==> src/rtl/conf_frame_loader_if.sv <==
// conf_frame_loader_if: valid/ready byte stream feeding the configuration loader
interface conf_frame_loader_if;
  logic       byte_valid;
  logic [7:0] byte_data;
  logic       byte_ready;
  modport master (output byte_valid, byte_data, input byte_ready);
  modport slave  (input byte_valid, byte_data, output byte_ready);
endinterface

==> src/rtl/conf_frame_loader.sv <==
// conf_frame_loader: validates framed config bytes and drives the request/confirm handshake
module conf_frame_loader #(
  parameter int         CONFIRM_GAP = 4,
  parameter int         TIMEOUT     = 1000,
  parameter logic [7:0] HEADER      = 8'hA5
) (
  input  logic                 clk,
  input  logic                 arst,
  conf_frame_loader_if.slave   bs,
  output logic [34:0]          confdata,
  output logic [1:0]           password,
  output logic                 request,
  output logic                 confirm,
  output logic                 frame_err,
  output logic [7:0]           err_count
);
  localparam int MX = TIMEOUT > CONFIRM_GAP ? TIMEOUT : CONFIRM_GAP;
  localparam int CW = $clog2(MX + 1);
  typedef enum logic [2:0] {IDLE, PAYLOAD, CHECK, REQ, GAP, CONF} state_t;
  state_t        state_q, state_d;
  logic [CW-1:0] cnt_q, cnt_d;
  logic [2:0]    idx_q, idx_d;
  logic [7:0]    xor_q, xor_d;
  logic [39:0]   stage_q, stage_d;
  logic [34:0]   conf_q, conf_d;
  logic [1:0]    pw_q, pw_d;
  logic          req_q, req_d, cnf_q, cnf_d, ferr_q, ferr_d, ready_q, ready_d;
  logic [7:0]    errc_q, errc_d;
  logic          acc, err, tmo;
  always_comb begin
    state_d = state_q;
    cnt_d   = cnt_q;
    idx_d   = idx_q;
    xor_d   = xor_q;
    stage_d = stage_q;
    conf_d  = conf_q;
    pw_d    = pw_q;
    err     = 1'b0;
    acc     = bs.byte_valid & ready_q;
    tmo     = cnt_q == CW'(TIMEOUT - 1);
    case (state_q)
      IDLE: if (acc && bs.byte_data == HEADER) begin
        state_d = PAYLOAD;
        idx_d   = '0;
        xor_d   = '0;
        stage_d = '0;
        cnt_d   = '0;
      end
      PAYLOAD: if (acc) begin
        stage_d[{idx_q, 3'b000} +: 8] = bs.byte_data;
        xor_d   = xor_q ^ bs.byte_data;
        idx_d   = idx_q + 3'd1;
        cnt_d   = '0;
        state_d = idx_q == 3'd4 ? CHECK : PAYLOAD;
      end else if (tmo) err = 1'b1;
      else cnt_d = cnt_q + 1'b1;
      CHECK: if (acc) begin
        cnt_d = '0;
        if (bs.byte_data == xor_q && stage_q[39:37] == 3'b000) begin
          conf_d  = stage_q[34:0];
          pw_d    = stage_q[36:35];
          state_d = REQ;
        end else err = 1'b1;
      end else if (tmo) err = 1'b1;
      else cnt_d = cnt_q + 1'b1;
      REQ: begin
        state_d = GAP;
        cnt_d   = '0;
      end
      GAP: begin
        state_d = cnt_q == CW'(CONFIRM_GAP - 1) ? CONF : GAP;
        cnt_d   = cnt_q == CW'(CONFIRM_GAP - 1) ? '0 : cnt_q + 1'b1;
      end
      CONF:    state_d = IDLE;
      default: state_d = IDLE;
    endcase
    if (err) begin
      state_d = IDLE;
      cnt_d   = '0;
      idx_d   = '0;
      xor_d   = '0;
      stage_d = '0;
    end
    ferr_d  = err;
    errc_d  = err && errc_q != 8'hFF ? errc_q + 8'd1 : errc_q;
    req_d   = state_d == REQ;
    cnf_d   = state_d == CONF;
    ready_d = state_d == IDLE || state_d == PAYLOAD || state_d == CHECK;
  end
  always_ff @(posedge clk or posedge arst)
    if (arst) begin
      state_q <= IDLE;
      cnt_q   <= '0;
      idx_q   <= '0;
      xor_q   <= '0;
      stage_q <= '0;
      conf_q  <= '0;
      pw_q    <= '0;
      req_q   <= 1'b0;
      cnf_q   <= 1'b0;
      ferr_q  <= 1'b0;
      errc_q  <= '0;
      ready_q <= 1'b1;
    end else begin
      state_q <= state_d;
      cnt_q   <= cnt_d;
      idx_q   <= idx_d;
      xor_q   <= xor_d;
      stage_q <= stage_d;
      conf_q  <= conf_d;
      pw_q    <= pw_d;
      req_q   <= req_d;
      cnf_q   <= cnf_d;
      ferr_q  <= ferr_d;
      errc_q  <= errc_d;
      ready_q <= ready_d;
    end
  assign bs.byte_ready = ready_q;
  assign confdata      = conf_q;
  assign password      = pw_q;
  assign request       = req_q;
  assign confirm       = cnf_q;
  assign frame_err     = ferr_q;
  assign err_count     = errc_q;
endmodule

==> src/flat_wrapper.sv <==
// flat-port wrapper written by rule: the top's interface ports become plain ports
module conf_frame_loader_flat 
#(
  parameter int         CONFIRM_GAP = 4,
  parameter int         TIMEOUT     = 1000,
  parameter logic [7:0] HEADER      = 8'hA5
)
  (clk, arst, confdata, password, request, confirm, frame_err, err_count, bs_byte_valid, bs_byte_data, bs_byte_ready);
  conf_frame_loader_if bs_i ();
  input  logic clk;
  input  logic arst;
  output logic [34:0] confdata;
  output logic [1:0] password;
  output logic request;
  output logic confirm;
  output logic frame_err;
  output logic [7:0] err_count;
  input wire logic [$bits(bs_i.byte_valid)-1:0] bs_byte_valid;
  input wire logic [$bits(bs_i.byte_data)-1:0] bs_byte_data;
  output wire logic [$bits(bs_i.byte_ready)-1:0] bs_byte_ready;
  assign bs_i.byte_valid = bs_byte_valid;
  assign bs_i.byte_data = bs_byte_data;
  assign bs_byte_ready = bs_i.byte_ready;
  conf_frame_loader #(.CONFIRM_GAP(CONFIRM_GAP), .TIMEOUT(TIMEOUT), .HEADER(HEADER)) u_core (.clk(clk), .arst(arst), .bs(bs_i), .confdata(confdata), .password(password), .request(request), .confirm(confirm), .frame_err(frame_err), .err_count(err_count));
endmodule
==> config.mk <==
export PLATFORM = sky130hd
export DESIGN_NAME = conf_frame_loader_flat
export DESIGN_NICKNAME = d
export VERILOG_FILES = /design/src/rtl/conf_frame_loader_if.sv /design/src/rtl/conf_frame_loader.sv /design/src/flat_wrapper.sv
export SDC_FILE = /design/constraint.sdc
export NUM_CORES = 1
export LEC_CHECK = 0
export ABC_AREA = 1
export BUFFER_PORTS_ARGS = -buffer_cell sky130_fd_sc_hd__buf_2
export CAP_MARGIN = 0
export CORE_ASPECT_RATIO = 1.4
export CORE_MARGIN = 1.5
export CORE_UTILIZATION = 30
export DETAILED_ROUTE_END_ITERATION = 8
export PLACE_DENSITY = 0.54
export SYNTH_ARGS = -nofsm -noshare
export SYNTH_HDL_FRONTEND = slang
export SYNTH_SLANG_ARGS = --single-unit
==> constraint.sdc <==
create_clock -name clk -period 4.55 [get_ports clk]
set_input_delay 0.2275 -clock clk [delete_from_list [all_inputs] [get_ports clk]]
set_output_delay 0.2275 -clock clk [all_outputs]
set_load 0.02 [all_outputs]
=== Yosys cells after proc, flatten, opt, wreduce, memory -nomap -nowiden ===
Index checks and enable logic that the tools add are counted.

* Add/subtract/negate cells: 4
* Equal/unequal tests: 17
* Shift-type cells: 2
* Muxes and demuxes: 32
* Bitwise logic cells: 2
* Reductions and logical operators: 14

{| class="wikitable"
|+ Operator list
! kind !! count
|-
| 40-bit two-way mux || 3
|-
| 40-bit case mux with 2 select lines || 1
|-
| 10-bit two-way mux || 5
|-
| 40-bit bitwise mux || 1
|-
| 10-bit case mux with 4 select lines || 1
|-
| 8-bit by 8-bit variable shift with 40-bit output, first input constant || 1
|-
| 8-bit by 8-bit indexed part select with 40-bit output || 1
|-
| 3-bit two-way mux || 8
|-
| 8-bit two-way mux || 3
|-
| 8-bit case mux with 2 select lines || 1
|-
| 3-bit case mux with 5 select lines || 1
|-
| 3-bit by 2-bit equality test with 1-bit output, second input constant || 4
|-
| 10-bit by 1-bit adder with 10-bit output, second input constant || 1
|-
| 10-bit equality test, second input constant || 1
|-
| 10-bit by 2-bit equality test with 1-bit output, second input constant || 1
|-
| 3-bit equality test, second input constant || 3
|-
| 3-bit logical NOT || 3
|-
| 3-bit AND reduction || 3
|-
| 8-bit by 1-bit adder with 8-bit output, second input constant || 1
|-
| 8-bit equality test || 1
|-
| 8-bit equality test, second input constant || 1
|-
| 8-bit != test, second input constant || 1
|-
| 6-bit negation with 8-bit output || 1
|-
| 8-bit XOR || 1
|-
| 14 further kinds || 23
|}

* Bits in registers: 113
* Input bits: 11
* Output and inout bits: 49
* Word-level logic and storage cells: 83

=== Longest topological paths before layout ===
Gate-level depths: netlist (run 1).

* Depth in word-level cells: 9
* Gate-level depth with buffers: 13
* Depth with buffers taken out: 11

=== Worst setup path before layout (run 1) ===
OpenSTA, ideal clock, no wires.

* Path kind: reg-to-reg
* Start point: register u_core.idx_q[0]
* End point: register u_core.stage_q[32]
* Arrival: 2.022 ns
* Setup slack: 2.410 ns
* Stages on the path, launching flop included: 13
* Buffers on the path: 1
* Cells stage by stage: dfrtp_1 buf_2 inv_2 ha_1 ha_1 clkinv_1 nor2_1 and3_1 inv_1 nand2_1 nand2_2 nand2_1 nand2_1

* Longest elaborated chain between the ends: 6

{| class="wikitable"
|+ Ends and longest elaborated chain
! item !! RTL line !! RTL
|-
| start: declaration || conf_frame_loader.sv:22 || <nowiki>logic [2:0] idx_q, idx_d;</nowiki>
|-
| start signal: assignment || conf_frame_loader.sv:107 || <nowiki>idx_q <= idx_d;</nowiki>
|-
| 6-bit negation with 8-bit output (*) || conf_frame_loader.sv:50 || <nowiki>stage_d[{idx_q, 3'b000} +: 8] = bs.byte_data;</nowiki>
|-
| 8-bit by 8-bit indexed part select with 40-bit output or 8-bit by 8-bit variable shift with 40-bit output (tied branches) || conf_frame_loader.sv:50 ||
|-
| 40-bit bitwise mux (*) || conf_frame_loader.sv:50 ||
|-
| 40-bit two-way mux (*) || conf_frame_loader.sv:49 || <nowiki>PAYLOAD: if (acc) begin</nowiki>
|-
| 40-bit case mux with 2 select lines (*) || conf_frame_loader.sv:41 || <nowiki>case (state_q)</nowiki>
|-
| 40-bit two-way mux (*) || conf_frame_loader.sv:77 || <nowiki>if (err) begin</nowiki>
|-
| end signal: assignment || conf_frame_loader.sv:109 || <nowiki>stage_q <= stage_d;</nowiki>
|-
| end: declaration || conf_frame_loader.sv:24 || <nowiki>logic [39:0] stage_q, stage_d;</nowiki>
|}

Every way passes the cells marked *; elsewhere a longest branch is shown, timed or not. The select of a mux whose other input is x is not followed.
A chain may end at the register's enable or synchronous reset.

=== Worst setup path in the final report (run 1) ===
* Start point: register u_core.idx_q[0]
* End point: register u_core.stage_q[36]

The elaborated chain is that of the path after synthesis.

==> results of run 1 <==
-- final cells by class --
class / count / area [µm²] / share of cell area, %
Sequential cell: 113 / 2830 / 40.7
Clock buffer: 18 / 439 / 6.32
Tap cell: 248 / 310 / 4.47
Clock inverter: 14 / 158 / 2.27
Multi-Input combinational cell: 528 / 2510 / 36.1
Inverter: 93 / 352 / 5.06
Timing Repair Buffer: 65 / 353 / 5.08
-- path summary, 6_finish.rpt --
| kind | end | slack (ns) | startpoint | cells past startpoint |
|---|---|---|---|---|
| min reg2reg | u_core.stage_q[24]$_DFFE_PP0P_ | 0.47 | u_core.stage_q[24]$_DFFE_PP0P_ | 2 |
| max | u_core.stage_q[36]$_DFFE_PP0P_ | 1.27 | u_core.idx_q[0]$_DFFE_PP0P_ | 11 |
| max in group asynchronous | u_core.frame_err$_DFF_PP0_ | 3.48 | arst | 3 |
| min in group clk | u_core.xor_q[6]$_DFFE_PP0P_ | 0.18 | bs_byte_data[6] | 4 |
| max reg2reg | u_core.stage_q[36]$_DFFE_PP0P_ | 1.27 | u_core.idx_q[0]$_DFFE_PP0P_ | 11 |
| min | u_core.confdata[11]$_DFFE_PP0P_ | 0.03 | arst | 2 |
-- placed cells by master (no fill, tap or decap), drive strengths merged, types with 3 or more instances in the layout --
| cell type | n |
|---|---|
| buf | 65 |
| dfrtp | 112 |
| clkbuf | 18 |
| nand2 | 230 |
| o21ai | 51 |
| o22ai | 6 |
| nor3 | 26 |
| inv | 94 |
| nand4 | 16 |
| clkinv | 9 |
| ha | 6 |
| xnor2 | 3 |
| nand3 | 96 |
| nor4 | 8 |
| xor2 | 9 |
| nor2 | 68 |
-- metal layers --
layer	up-vias	GRT usage (%)
met4	4	5.01
met2	88	24.5
met1	2326	18.3
met5	-	0
met3	12	3.94
li1	2572	-
-- power groups by stage --
stage | clock [W] | sequential, W | combinational (W)
finish | 0.00133 | 0.00112 | 0.000856
global route | 0.00141 | 0.00113 | 0.000964
CTS | 0.00137 | 0.00112 | 0.000856
detailed placement | 0 | 0.00114 | 0.000852
global placement | 0 | 0.00114 | 0.000841
floorplan | 0 | 0.00113 | 0.000700
-- flip-flops by register name, indices dropped and copies added (netlist names) --
register and flops:
u_core.confdata 35, u_core.err_count 8, u_core.cnt_q 10, u_core.state_q 3
u_core.frame_err 1, u_core.request 1, u_core.xor_q 8, u_core.password 2
u_core.bs.byte_ready 1, u_core.idx_q 3, u_core.stage_q 40, u_core.confirm 1
-- through the flow --
step | instances | hold slack (ns) | setup WS [ns] | instance area [µm²] | power, W
after floorplan | 767 | 0.440 | 1.34 | 5880 | 0.00183
after global placement | 1047 | 0.455 | 1.44 | 6350 | 0.00198
after detailed placement | 1047 | 0.459 | 1.31 | 6350 | 0.00199
after CTS | 1079 | 0.0684 | 1.28 | 6950 | 0.00335
after global routing | 1079 | 0.122 | 0.887 | 6950 | 0.00351
final | 1079 | 0.0335 | 1.27 | 6950 | 0.00331
-- logic make-up (layout without fill, tap and decap cells) --
group	count (synthesis)	in the layout	share of synthesized area, %
xor+xnor	12	12	1.79
buf+inv	126	190	9.26
flops	113	113	48.1
compound gates	63	63	5.68
simple gates	447	447	33.9
fa+ha+maj	6	6	1.28
==> summary.txt, run 1 <==
Final layout
  – Layout cell share with drive strength beyond 1: roughly 16%
  – Final core occ: around 36%
  – Area growth from synthesis to layout: 18.1%
  – Antenna cell count: 0
  – Final-stage net count: 835
  – Fill count: approximately 2,100

Clock tree
  – Post-CTS Repair Setup Buffers: 0
  – Clock buffer depth: 2
  – CTS Root Buffer Type: sky130_fd_sc_hd__clkbuf_16
  – Clock buffers created by TritonCTS: 17
  – Clock transition at the registers of the reported paths: ~0.060 ns
  – Clk Latency, worst-skew pair: 0.41 ns
  – Clock tree from TritonCTS: yes
  – CTS H-tree lvls: 4
  – Gates resized, CTS repair: 0
  – Number of hold buffers added after CTS: 0
  – Clock sink count: about 110

Critical path
  – Slowest stage cell, crit path: sky130_fd_sc_hd__dfrtp_1
  – Cells traversed along the worst timing path: inv_2 -> ha_1 -> ha_1 -> clkinv_1 -> nor2_1 -> and3_1 -> inv_1 -> nand2_1 -> nand2_2 -> nand2_1 -> nand2_1
  – Crit path max fanout: 25
  – Setup crit start kind: flop
  – Crit path DAT: between 3 and 4 ns
  – Sum of buffers and inverters on the critical path: 3
  – Category of the most critical setup path: reg -> reg
  – Largest stage delay on the critical path: approximately 0.67 ns
  – Required time of the worst setup path: slightly below 5 ns
  – Cell class contributing the biggest share of worst-path delay: simple AND/OR/NAND/NOR gates
  – Kind of end point of the critical path: flop
  – Top cell by count, worst path: sky130_fd_sc_hd__nand2_1

Timing
  – Transition time at the pin with the least slew margin: between 1 and 1.5 ns
  – Relative slew slack: 23.9%
  – TNS Setup: 0 ns
  – Min Tclk post-route: between 3 and 4 ns
  – Highest achievable clock rate: 305 MHz
  – Worst clock skew: ~0.0083 ns
  – Total of endpoints with negative setup slack in the final report: 0
  – Count of final max-slew check failures: 0
  – Hold Vio Cnt, Final: 0
  – Unrepaired setup endpoints after global routing: false
  – Portion of the clock cycle consumed by the worst path in the final layout: between 70% and 80%

Detailed routing
  – Total met2 wirelength after detailed routing: ~7000 µm
  – Count of vias placed by the detailed router: 5,002
  – Top sig layer: met5
  – Post-DRT Antenna Nets: 0
  – Number of iterations in the first detailed-routing pass: 4
  – Met3 wire len: approximately 530 µm
  – Mean routed wirelength per cell: ~13 µm
  – Total wire length after detailed routing: approximately 14,000 µm
  – Number of remaining DRC errors: 0
  – Met1 Routed Length: about 6300 µm
  – Number of DRC violations after detailed-routing iteration 0: ~270
  – Avg Vias per Cell: approximately 4.6

Floorplanning
  – # IOs: 60
  – Initial cell density of the core: a little under a third
  – Total die area: about 20,000 µm²
  – Die outline width: 121 µm
  – Core Footprint: roughly 19,000 µm²
  – Overall die height: around 170 µm
  – Floorplan row count: 60

GRT
  – Antenna violations before repair: 2
  – Number of global-route vias before repair: 4,864
  – Global-route wire length before repair: between 20,000 and 25,000 µm
  – Sum of overflow across all layers after global routing: 0
  – GRT Resource Usage Total: between 10% and 20%
  – Maximum number of pins on one net before global-route repair: a little under 80

Yosys
  – Mean instance size in the synthesized netlist: ~7.7 µm²
  – EDFF count, synth: 0
  – Cell accounting for the most synthesized area: sky130_fd_sc_hd__dfrtp_1
  – Number of register bits inferred by synthesis: between 100 and 150
  – Dominant cells by area after synthesis: sky130_fd_sc_hd__dfrtp_1 48%, sky130_fd_sc_hd__nand2_1 14%, sky130_fd_sc_hd__nand3_1 7.8%, sky130_fd_sc_hd__inv_1 5.5%, sky130_fd_sc_hd__o21ai_0 4.0%
  – Most frequent cell after synthesis: sky130_fd_sc_hd__nand2_1
  – Post-synthesis async set-or-reset flop share: 100%
  – Leading cell types by count after synthesis: 220 x sky130_fd_sc_hd__nand2_1, 112 x sky130_fd_sc_hd__dfrtp_1, 92 x sky130_fd_sc_hd__nand3_1
  – Yosys warns: 0
  – Top flip-flop cell by instance count after synthesis: sky130_fd_sc_hd__dfrtp_1
  – Synth top area share: roughly 48%
  – Sequential share of the synthesized area: about half
  – Synthesized instance count: 767
  – Syn Std Cell Area: a little under 6000 µm²
  – Post-Syn Nets: 784
  – Cell variety after synth: 35

Placement
  – Last weighted congestion value of the routability-driven placer: between 0.8 and 0.9
  – Number of port buffers: 59
  – Post-DP HPWL: around 9800 µm

Power
  – Power share of the sequential group: roughly 34%
  – Combinational group share of total power: 25.9%
  – P_int: ~0.0021 W
  – Leakage Power: between 3 and 4 nW
  – Power per cell area: approximately 480 nW/µm²
  – Clock power share: around two fifths
  – Worst VDD drop: 0.000248 V
  – Switching component of the power: around 0.0012 W
  – Switching power as a share of total power: 36.7%

Min path
  – Worst min-delay path class: in -> async

Outcome
  – Outcome: finished, final reports clean

Run
  – Max cap viols: 0
No activity file was read; power rests on OpenSTA's default activity.
==> run 2: changes to the inputs <==
Settings changed: PLACE_DENSITY 0.54 to 0.56.
Clock period 4.55 ns to 2.7 ns, I/O delays scaled along.
==> summary.txt, run 2 (synthesized netlist as in run 1, its figures left out) <==
Clock tree
  – Clock transition at the registers of the reported paths: 0.05 ns (about the same)
  – Clock sink count: 113 (unchanged)
  – Clock buffer depth: 2 (unchanged)
  – CTS H-tree lvls: 4 (unchanged)
  – Clk Latency, worst-skew pair: 0.42 ns (about the same)
  – Post-CTS Repair Setup Buffers: 0 (unchanged)
  – CTS Root Buffer Type: sky130_fd_sc_hd__clkbuf_16
  – Clock tree from TritonCTS: yes
  – Clock buffers created by TritonCTS: 17 (unchanged)

Final layout
  – Final-stage net count: 842 (+0.84%)
  – Layout cell share with drive strength beyond 1: 16.2% (+0.36 points)
  – Most flop-heavy register: u_core.stage_q
  – Most used cells in the layout excluding fill and tap cells: 220 x sky130_fd_sc_hd__nand2_1, 112 x sky130_fd_sc_hd__dfrtp_1, 92 x sky130_fd_sc_hd__nand3_1
  – Most frequent standard cell in the layout excluding fill and tap cells: sky130_fd_sc_hd__nand2_1
  – Number of flip-flops under the largest register name: 40 (unchanged)
  – Area growth from synthesis to layout: 19.9%

Detailed routing
  – Post-DRT Antenna Nets: 0 (unchanged)
  – Number of remaining DRC errors: 0 (unchanged)
  – Avg Vias per Cell: 4.60 (-0.66%)
  – Mean routed wirelength per cell: 12.8 µm (-1.7%)
  – Count of vias placed by the detailed router: 5,001 (-0.020%)
  – Total wire length after detailed routing: 13,900 µm (-1.1%)
  – Number of DRC violations after detailed-routing iteration 0: 276 (+2.6%)
  – Number of iterations in the first detailed-routing pass: 4 (unchanged)

Placement
  – Placement-stage worst setup slack: 0.568 ns (-0.745 ns)
  – Number of port buffers: 59 (unchanged)
  – Post-DP HPWL: 9830 µm (-0.23%)
  – Last weighted congestion value of the routability-driven placer: 0.848 (-3.6%)

Timing
  – Hold Vio Cnt, Final: 0 (unchanged)
  – Worst clock skew: 0.0112 ns (+0.00292 ns)
  – Relative slew slack: 56.8% (+33 points)
  – Total of endpoints with negative setup slack in the final report: 0 (unchanged)
  – Highest achievable clock rate: 460 MHz (+51%)
  – Transition time at the pin with the least slew margin: 0.648 ns (-0.490 ns)
  – PnR worst setup slack: 0.526 ns (-0.749 ns)
  – TNS Setup: 0 ns (unchanged)
  – Portion of the clock cycle consumed by the worst path in the final layout: 80.5% (+8.5 points)
  – Count of final max-slew check failures: 0 (unchanged)
  – Unrepaired setup endpoints after global routing: false
  – Min Tclk post-route: 2.17 ns (-1.10 ns)

Floorplanning
  – Die outline width: 121 µm (unchanged)
  – Initial cell density of the core: 30.6% (unchanged)
  – Floorplan row count: 60 (unchanged)
  – # IOs: 60 (unchanged)
  – Overall die height: 169 µm (unchanged)
  – Core Footprint: 19,200 µm² (unchanged)
  – Total die area: 20,500 µm² (unchanged)

GRT
  – GRT Resource Usage Total: 14.6% (-0.041 points)
  – Number of global-route vias before repair: 4,877 (+0.27%)
  – GR Layer Usage met1: 17.8% (-0.44 points)
  – Maximum number of pins on one net before global-route repair: 114 (+44%)
  – Met3 Resource Use GR: 3.71% (-0.24 points)
  – Global-route wire length before repair: 23,600 µm (-0.96%)
  – Peak-usage layer in the global routing report: met2
  – Met2 usage: 24.4% (-0.025 points)
  – Sum of overflow across all layers after global routing: 0 (unchanged)
  – Antenna violations before repair: 2 (unchanged)

Min path
  – Worst min-delay path class: in -> reg

Power
  – Leakage Power: 3.50 nW (+1.6%)
  – Power per cell area: 817 nW/µm² (+72%)
  – Worst VDD drop: 0.000400 V (+61%)

Critical path
  – Kind of end point of the critical path: flop
  – Setup crit start kind: flop
  – Crit path max fanout: 10 (-60%)
  – Required time of the worst setup path: 3.00 ns (-1.84 ns)
  – Category of the most critical setup path: reg -> reg
  – Crit path DAT: 2.47 ns (-1.10 ns)

Outcome
  – Outcome: finished, final reports clean

Run
  – Max cap viols: 0 (unchanged)
[run 2: cell count changes in the layout (fill, tap and decap cells not counted), sizes merged]
cell and change:
inv -4, bufinv +2, clkinv -1, dlygate4sd3 +1, diode +1, buf +6, clkbuf +2
[run 2: final timing paths]
kind,start,endpoint,slack [ns],depth (start not counted)
hold reg to reg,u_core.stage_q[30]$_DFFE_PP0P_,u_core.stage_q[30]$_DFFE_PP0P_,0.47,2
min in group asynchronous,arst,u_core.password[1]$_DFFE_PP0P_,0.41,4
setup reg to reg,u_core.idx_q[0]$_DFFE_PP0P_,u_core.stage_q[33]$_DFFE_PP0P_,0.53,11
max in group asynchronous,arst,u_core.idx_q[2]$_DFFE_PP0P_,1.76,4
setup / recovery,u_core.idx_q[0]$_DFFE_PP0P_,u_core.stage_q[33]$_DFFE_PP0P_,0.53,11
hold / removal,bs_byte_data[6],u_core.xor_q[6]$_DFFE_PP0P_,0.1,4
[run 2: metal layers]
layer / part of all wire (%) / routed length (µm)
met1: 43 / 6000
met2: 51 / 7090
met3: 4.8 / 675
met4: 1.0 / 146
met5: 0.072 / 10
[run 2: report_power, final]
part / switching [W] / internal [W] / leakage [nW] / total, W
clock: 0.000764 / 0.00158 / 0.305 / 0.00234
combinational: 0.00113 / 0.000412 / 1.82 / 0.00155
sequential: 0.0000834 / 0.00179 / 1.37 / 0.00188
[run 2: worst max-delay path, stage by stage, from the launching register on]
cell	delay, ns
sky130_fd_sc_hd__dfrtp_1	0.36
sky130_fd_sc_hd__inv_2	0.09
sky130_fd_sc_hd__ha_1	0.23
sky130_fd_sc_hd__ha_1	0.35
sky130_fd_sc_hd__clkinv_1	0.10
sky130_fd_sc_hd__nor2_1	0.13
sky130_fd_sc_hd__and3_1	0.21
sky130_fd_sc_hd__inv_1	0.05
sky130_fd_sc_hd__nand2_1	0.22
sky130_fd_sc_hd__nand2_2	0.17
sky130_fd_sc_hd__nand2_1	0.09
sky130_fd_sc_hd__nand2_1	0.05
[run 2: repair_timing]
| item | CTS | global route |
|---|---|---|
| endpoints found under the hold margin | 112 | 0 |
| hold buffers | 1 | 0 |
| gates resized for setup | 0 | 0 |
| endpoints found under the setup margin | 0 | 0 |
[run 2: final cells by class]
cell class,instances,area (µm²)
antenna,1,2.50
clock buffer,20,457
clock inverter,11,161
fill,2080,12200
inverter,93,353
multi-input combinational,528,2510
sequential,113,2830
tap,248,310
timing repair buffer,72,433
[run 2: through the flow]
step / instance area (µm²) / instances / total power [W] / util, % / hold slack, ns
after floorplan: 5880 / 767 / 0.00308 / - / 0.348
after global placement: 6420 / 1053 / 0.00343 / 33.4 / 0.372
after detailed placement: 6420 / 1053 / 0.00344 / 33.4 / 0.370
after CTS: 7050 / 1085 / 0.00581 / 36.7 / 0.0879
after global routing: 7050 / 1085 / 0.00612 / 36.7 / 0.141
final: 7050 / 1086 / 0.00576 / 36.7 / 0.0971
==> run 3: changes to the inputs <==
Settings changed: ABC_AREA 1 to 0.
Clock period 2.7 ns to 1.9 ns, I/O delays scaled along.
==> summary.txt, run 3 <==
Outcome
  – Outcome: finished with violations
  – Violations in the final reports: setup timing

Timing
  – Min Tclk post-route: 1.99 ns (-0.185 ns)
  – PnR worst setup slack: -0.0888 ns (-0.615 ns)
  – Total of endpoints with negative setup slack in the final report: 21 (+21)
  – TNS Setup: -1.26 ns (-1.26 ns)
  – Count of final max-slew check failures: 0 (unchanged)
  – Worst clock skew: 0.00698 ns (-0.00423 ns)
  – Highest achievable clock rate: 503 MHz (+9.3%)
  – Transition time at the pin with the least slew margin: 0.420 ns (-0.228 ns)
  – Relative slew slack: 71.9% (+15 points)
  – Unrepaired setup endpoints after global routing: true
  – Portion of the clock cycle consumed by the worst path in the final layout: 105% (+24 points)
  – Hold Vio Cnt, Final: 0 (unchanged)

Clock tree
  – Clock sink count: 113 (unchanged)
  – CTS Root Buffer Type: sky130_fd_sc_hd__clkbuf_16
  – Clk Latency, worst-skew pair: 0.41 ns (about the same)
  – Clock transition at the registers of the reported paths: 0.05 ns (about the same)
  – CTS H-tree lvls: 4 (unchanged)
  – Clock tree from TritonCTS: yes
  – Clock buffers created by TritonCTS: 17 (unchanged)
  – Clock buffer depth: 2 (unchanged)

Yosys
  – Area fraction in compound gates after synthesis: 12.7% (+7.0 points)
  – Yosys warns: 0 (unchanged)
  – Share of synthesized cell area in full adder, half adder and majority cells: 1.48% (+0.20 points)
  – Cell accounting for the most synthesized area: sky130_fd_sc_hd__dfrtp_1
  – Number of register bits inferred by synthesis: 113 (unchanged)
  – Dominant cells by area after synthesis: sky130_fd_sc_hd__dfrtp_1 55%, sky130_fd_sc_hd__mux2_2 8.0%, sky130_fd_sc_hd__a22oi_1 4.7%, sky130_fd_sc_hd__nor2_1 4.7%, sky130_fd_sc_hd__nor3b_1 2.2%
  – EDFF count, synth: 0 (unchanged)
  – Leading cell types by count after synthesis: 112 x sky130_fd_sc_hd__dfrtp_1, 63 x sky130_fd_sc_hd__nor2_1, 36 x sky130_fd_sc_hd__mux2_2
  – Cell variety after synth: 53 (+51%)
  – Post-synthesis async set-or-reset flop share: 100% (unchanged)
  – Sequential share of the synthesized area: 55.8% (+7.7 points)
  – Top flip-flop cell by instance count after synthesis: sky130_fd_sc_hd__dfrtp_1
  – Synth top area share: 55.3% (+7.6 points)
  – Most frequent cell after synthesis: sky130_fd_sc_hd__dfrtp_1
  – Post-Syn Nets: 461 (-41%)
  – Mean instance size in the synthesized netlist: 11.4 µm² (+49%)
  – Combinational family with the most area after synthesis: simple AND/OR/NAND/NOR gates
  – Syn Std Cell Area: 5070 µm² (-14%)
  – Mux share of post-synthesis cell area: 8.44% (+8.4 points)
  – Synthesized instance count: 444 (-42%)
  – Fraction of synthesized cell area in xor and xnor cells: 2.42% (+0.63 points)
  – Simple-gate area share of the yosys netlist: 15.9% (-18 points)

Detailed routing
  – Count of vias placed by the detailed router: 3,992 (-20%)
  – Number of iterations in the first detailed-routing pass: 5 (+1)
  – Mean routed wirelength per cell: 16.6 µm (+30%)
  – Number of DRC violations after detailed-routing iteration 0: 226 (-18%)
  – Number of remaining DRC errors: 0 (unchanged)
  – Post-DRT Antenna Nets: 0 (unchanged)
  – Total wire length after detailed routing: 13,200 µm (-4.9%)
  – Avg Vias per Cell: 5.02 (+8.9%)

Floorplanning
  – Die outline width: 113 µm (-7.0%)
  – Initial cell density of the core: 30.4% (-0.19 points)
  – Overall die height: 157 µm (-7.0%)
  – Total die area: 17,700 µm² (-13%)
  – # IOs: 60 (unchanged)
  – Floorplan row count: 56 (-6.7%)
  – Core Footprint: 16,700 µm² (-13%)

GRT
  – Antenna violations before repair: 0 (-2)
  – Number of global-route vias before repair: 3,994 (-18%)
  – Global-route wire length before repair: 20,500 µm (-13%)
  – Maximum number of pins on one net before global-route repair: 65 (-43%)
  – GRT Resource Usage Total: 14.9% (+0.26 points)
  – Sum of overflow across all layers after global routing: 0 (unchanged)

Critical path
  – Required time of the worst setup path: 2.20 ns (-0.80 ns)
  – Largest stage delay on the critical path: 0.51 ns (+0.15 ns)
  – Sum of buffers and inverters on the critical path: 1 (-2)
  – Category of the most critical setup path: reg -> reg
  – Setup crit start kind: flop
  – Cell class contributing the biggest share of worst-path delay: simple AND/OR/NAND/NOR gates
  – Slowest stage cell, crit path: sky130_fd_sc_hd__or4b_4
  – Crit path max fanout: 3 (-7)
  – Kind of end point of the critical path: flop
  – Cells traversed along the worst timing path: ha_2 -> nand3_2 -> nor4_4 -> a22o_1 -> a21oi_2 -> buf_4 -> or4b_4 -> xnor2_1
  – Crit path DAT: 2.29 ns (-0.18 ns)

Placement
  – Last weighted congestion value of the routability-driven placer: 0.824 (-2.9%)
  – Post-DP Area: 6040 µm² (-5.9%)
  – Number of port buffers: 59 (unchanged)
  – Placed instance count: 747 (-29%)
  – Post-DP HPWL: 8920 µm (-9.2%)

Power
  – Power per cell area: 1010 nW/µm² (+24%)
  – Leakage Power: 3.52 nW (+0.64%)
  – Worst VDD drop: 0.000500 V (+25%)

Final layout
  – Most flop-heavy register: u_core.stage_q
  – Most frequent standard cell in the layout excluding fill and tap cells: sky130_fd_sc_hd__dfrtp_1
  – Area growth from synthesis to layout: 43.1%
  – Number of flip-flops under the largest register name: 40 (unchanged)
  – Fill count: 1,571 (-24%)
  – Final-stage net count: 597 (-29%)
  – Final instance count without filler cells: 796 (-27%)
  – Layout cell share with drive strength beyond 1: 45.9% (+30 points)
  – Antenna cell count: 0 (-1)
  – Post-layout instance area: 7260 µm² (+2.9%)
  – Most used cells in the layout excluding fill and tap cells: 111 x sky130_fd_sc_hd__dfrtp_1, 60 x sky130_fd_sc_hd__buf_4, 59 x sky130_fd_sc_hd__buf_2

Run
  – Max cap viols: 0 (unchanged)

Min path
  – Worst min-delay path class: in -> reg
## run 3: cell types whose count changed after synthesis, sizes merged, moves of 32 or more
cell	change
mux2	+38
a22oi	+32
nand3	-85
nand2	-211
o21ai	-38
inv	-81
## run 3: cell families (layout without fill, tap and decap cells)
group	after synthesis	count (layout)
compound gates	88	88
simple gates	152	152
flops	113	113
buf+inv	33	182
xor+xnor	14	14
mux	38	38
fa+ha+maj	6	6
## run 3: cell type report
class,instances,area [µm²],area share [%]
Sequential cell,113,2830,39.0
Multi-Input combinational cell,298,2380,32.8
Timing Repair Buffer,140,1080,14.9
Clock buffer,19,453,6.24
Tap cell,203,254,3.50
Clock inverter,13,208,2.86
Inverter,10,51.3,0.707
## run 3: worst reg2reg max path, stage by stage, from the launching register on
cell	delay, ns
sky130_fd_sc_hd__dfrtp_1	0.36
sky130_fd_sc_hd__ha_2	0.19
sky130_fd_sc_hd__nand3_2	0.09
sky130_fd_sc_hd__nor4_4	0.19
sky130_fd_sc_hd__a22o_1	0.19
sky130_fd_sc_hd__a21oi_2	0.06
sky130_fd_sc_hd__buf_4	0.15
sky130_fd_sc_hd__or4b_4	0.51
sky130_fd_sc_hd__xnor2_1	0.13
## run 3: timing repair
item                                   in CTS  in global routing
pin swaps                                   8                 29
gates resized for setup                    10                 85
hold buffers                                1                  0
gates cloned                                0                  4
buffers inserted                            4                  8
setup endpoints to repair                  52                 88
endpoints found under the hold margin      15                  0
## run 3: metrics by stage
stage                     utilization [%]  total power (W)  setup slack (ns)  hold slack [ns]
after detailed placement             36.2          0.00363            -0.134            0.122
after floorplan                         -          0.00325           -0.0219            0.406
final                                43.5          0.00734           -0.0888           0.0777
after global routing                 43.5          0.00763            -0.175           0.0635
after global placement               36.2          0.00360           -0.0744            0.119
after CTS                            40.7          0.00726           -0.0874           0.0518
## run 3: layer usage
metal / vias up / track usage, % / wire length (µm)
met5: - / 0 / 0
met4: 0 / 6.01 / 262
met3: 19 / 4.18 / 445
met2: 80 / 25.1 / 6870
met1: 2021 / 18.0 / 5660
li1: 1872 / - / -
## run 3: worst paths after layout
path	from	end	slack [ns]	depth (start not counted)
max	u_core.cnt_q[0]$_DFFE_PP0P_	u_core.err_count[4]$_DFFE_PP0P_	-0.09	8
min reg2reg	u_core.confdata[22]$_DFFE_PP0P_	u_core.confdata[22]$_DFFE_PP0P_	0.50	1
max reg2reg	u_core.cnt_q[0]$_DFFE_PP0P_	u_core.err_count[4]$_DFFE_PP0P_	-0.09	8
min in group asynchronous	arst	u_core.confdata[30]$_DFFE_PP0P_	0.23	3
max in group asynchronous	arst	u_core.cnt_q[6]$_DFFE_PP0P_	0.99	4
min	bs_byte_data[7]	u_core.stage_q[7]$_DFFE_PP0P_	0.08	2
## run 3: power breakdown
group	internal, W	switching (W)
Combinational	0.000530	0.000578
Clock	0.00239	0.00113
Sequential	0.00255	0.000148
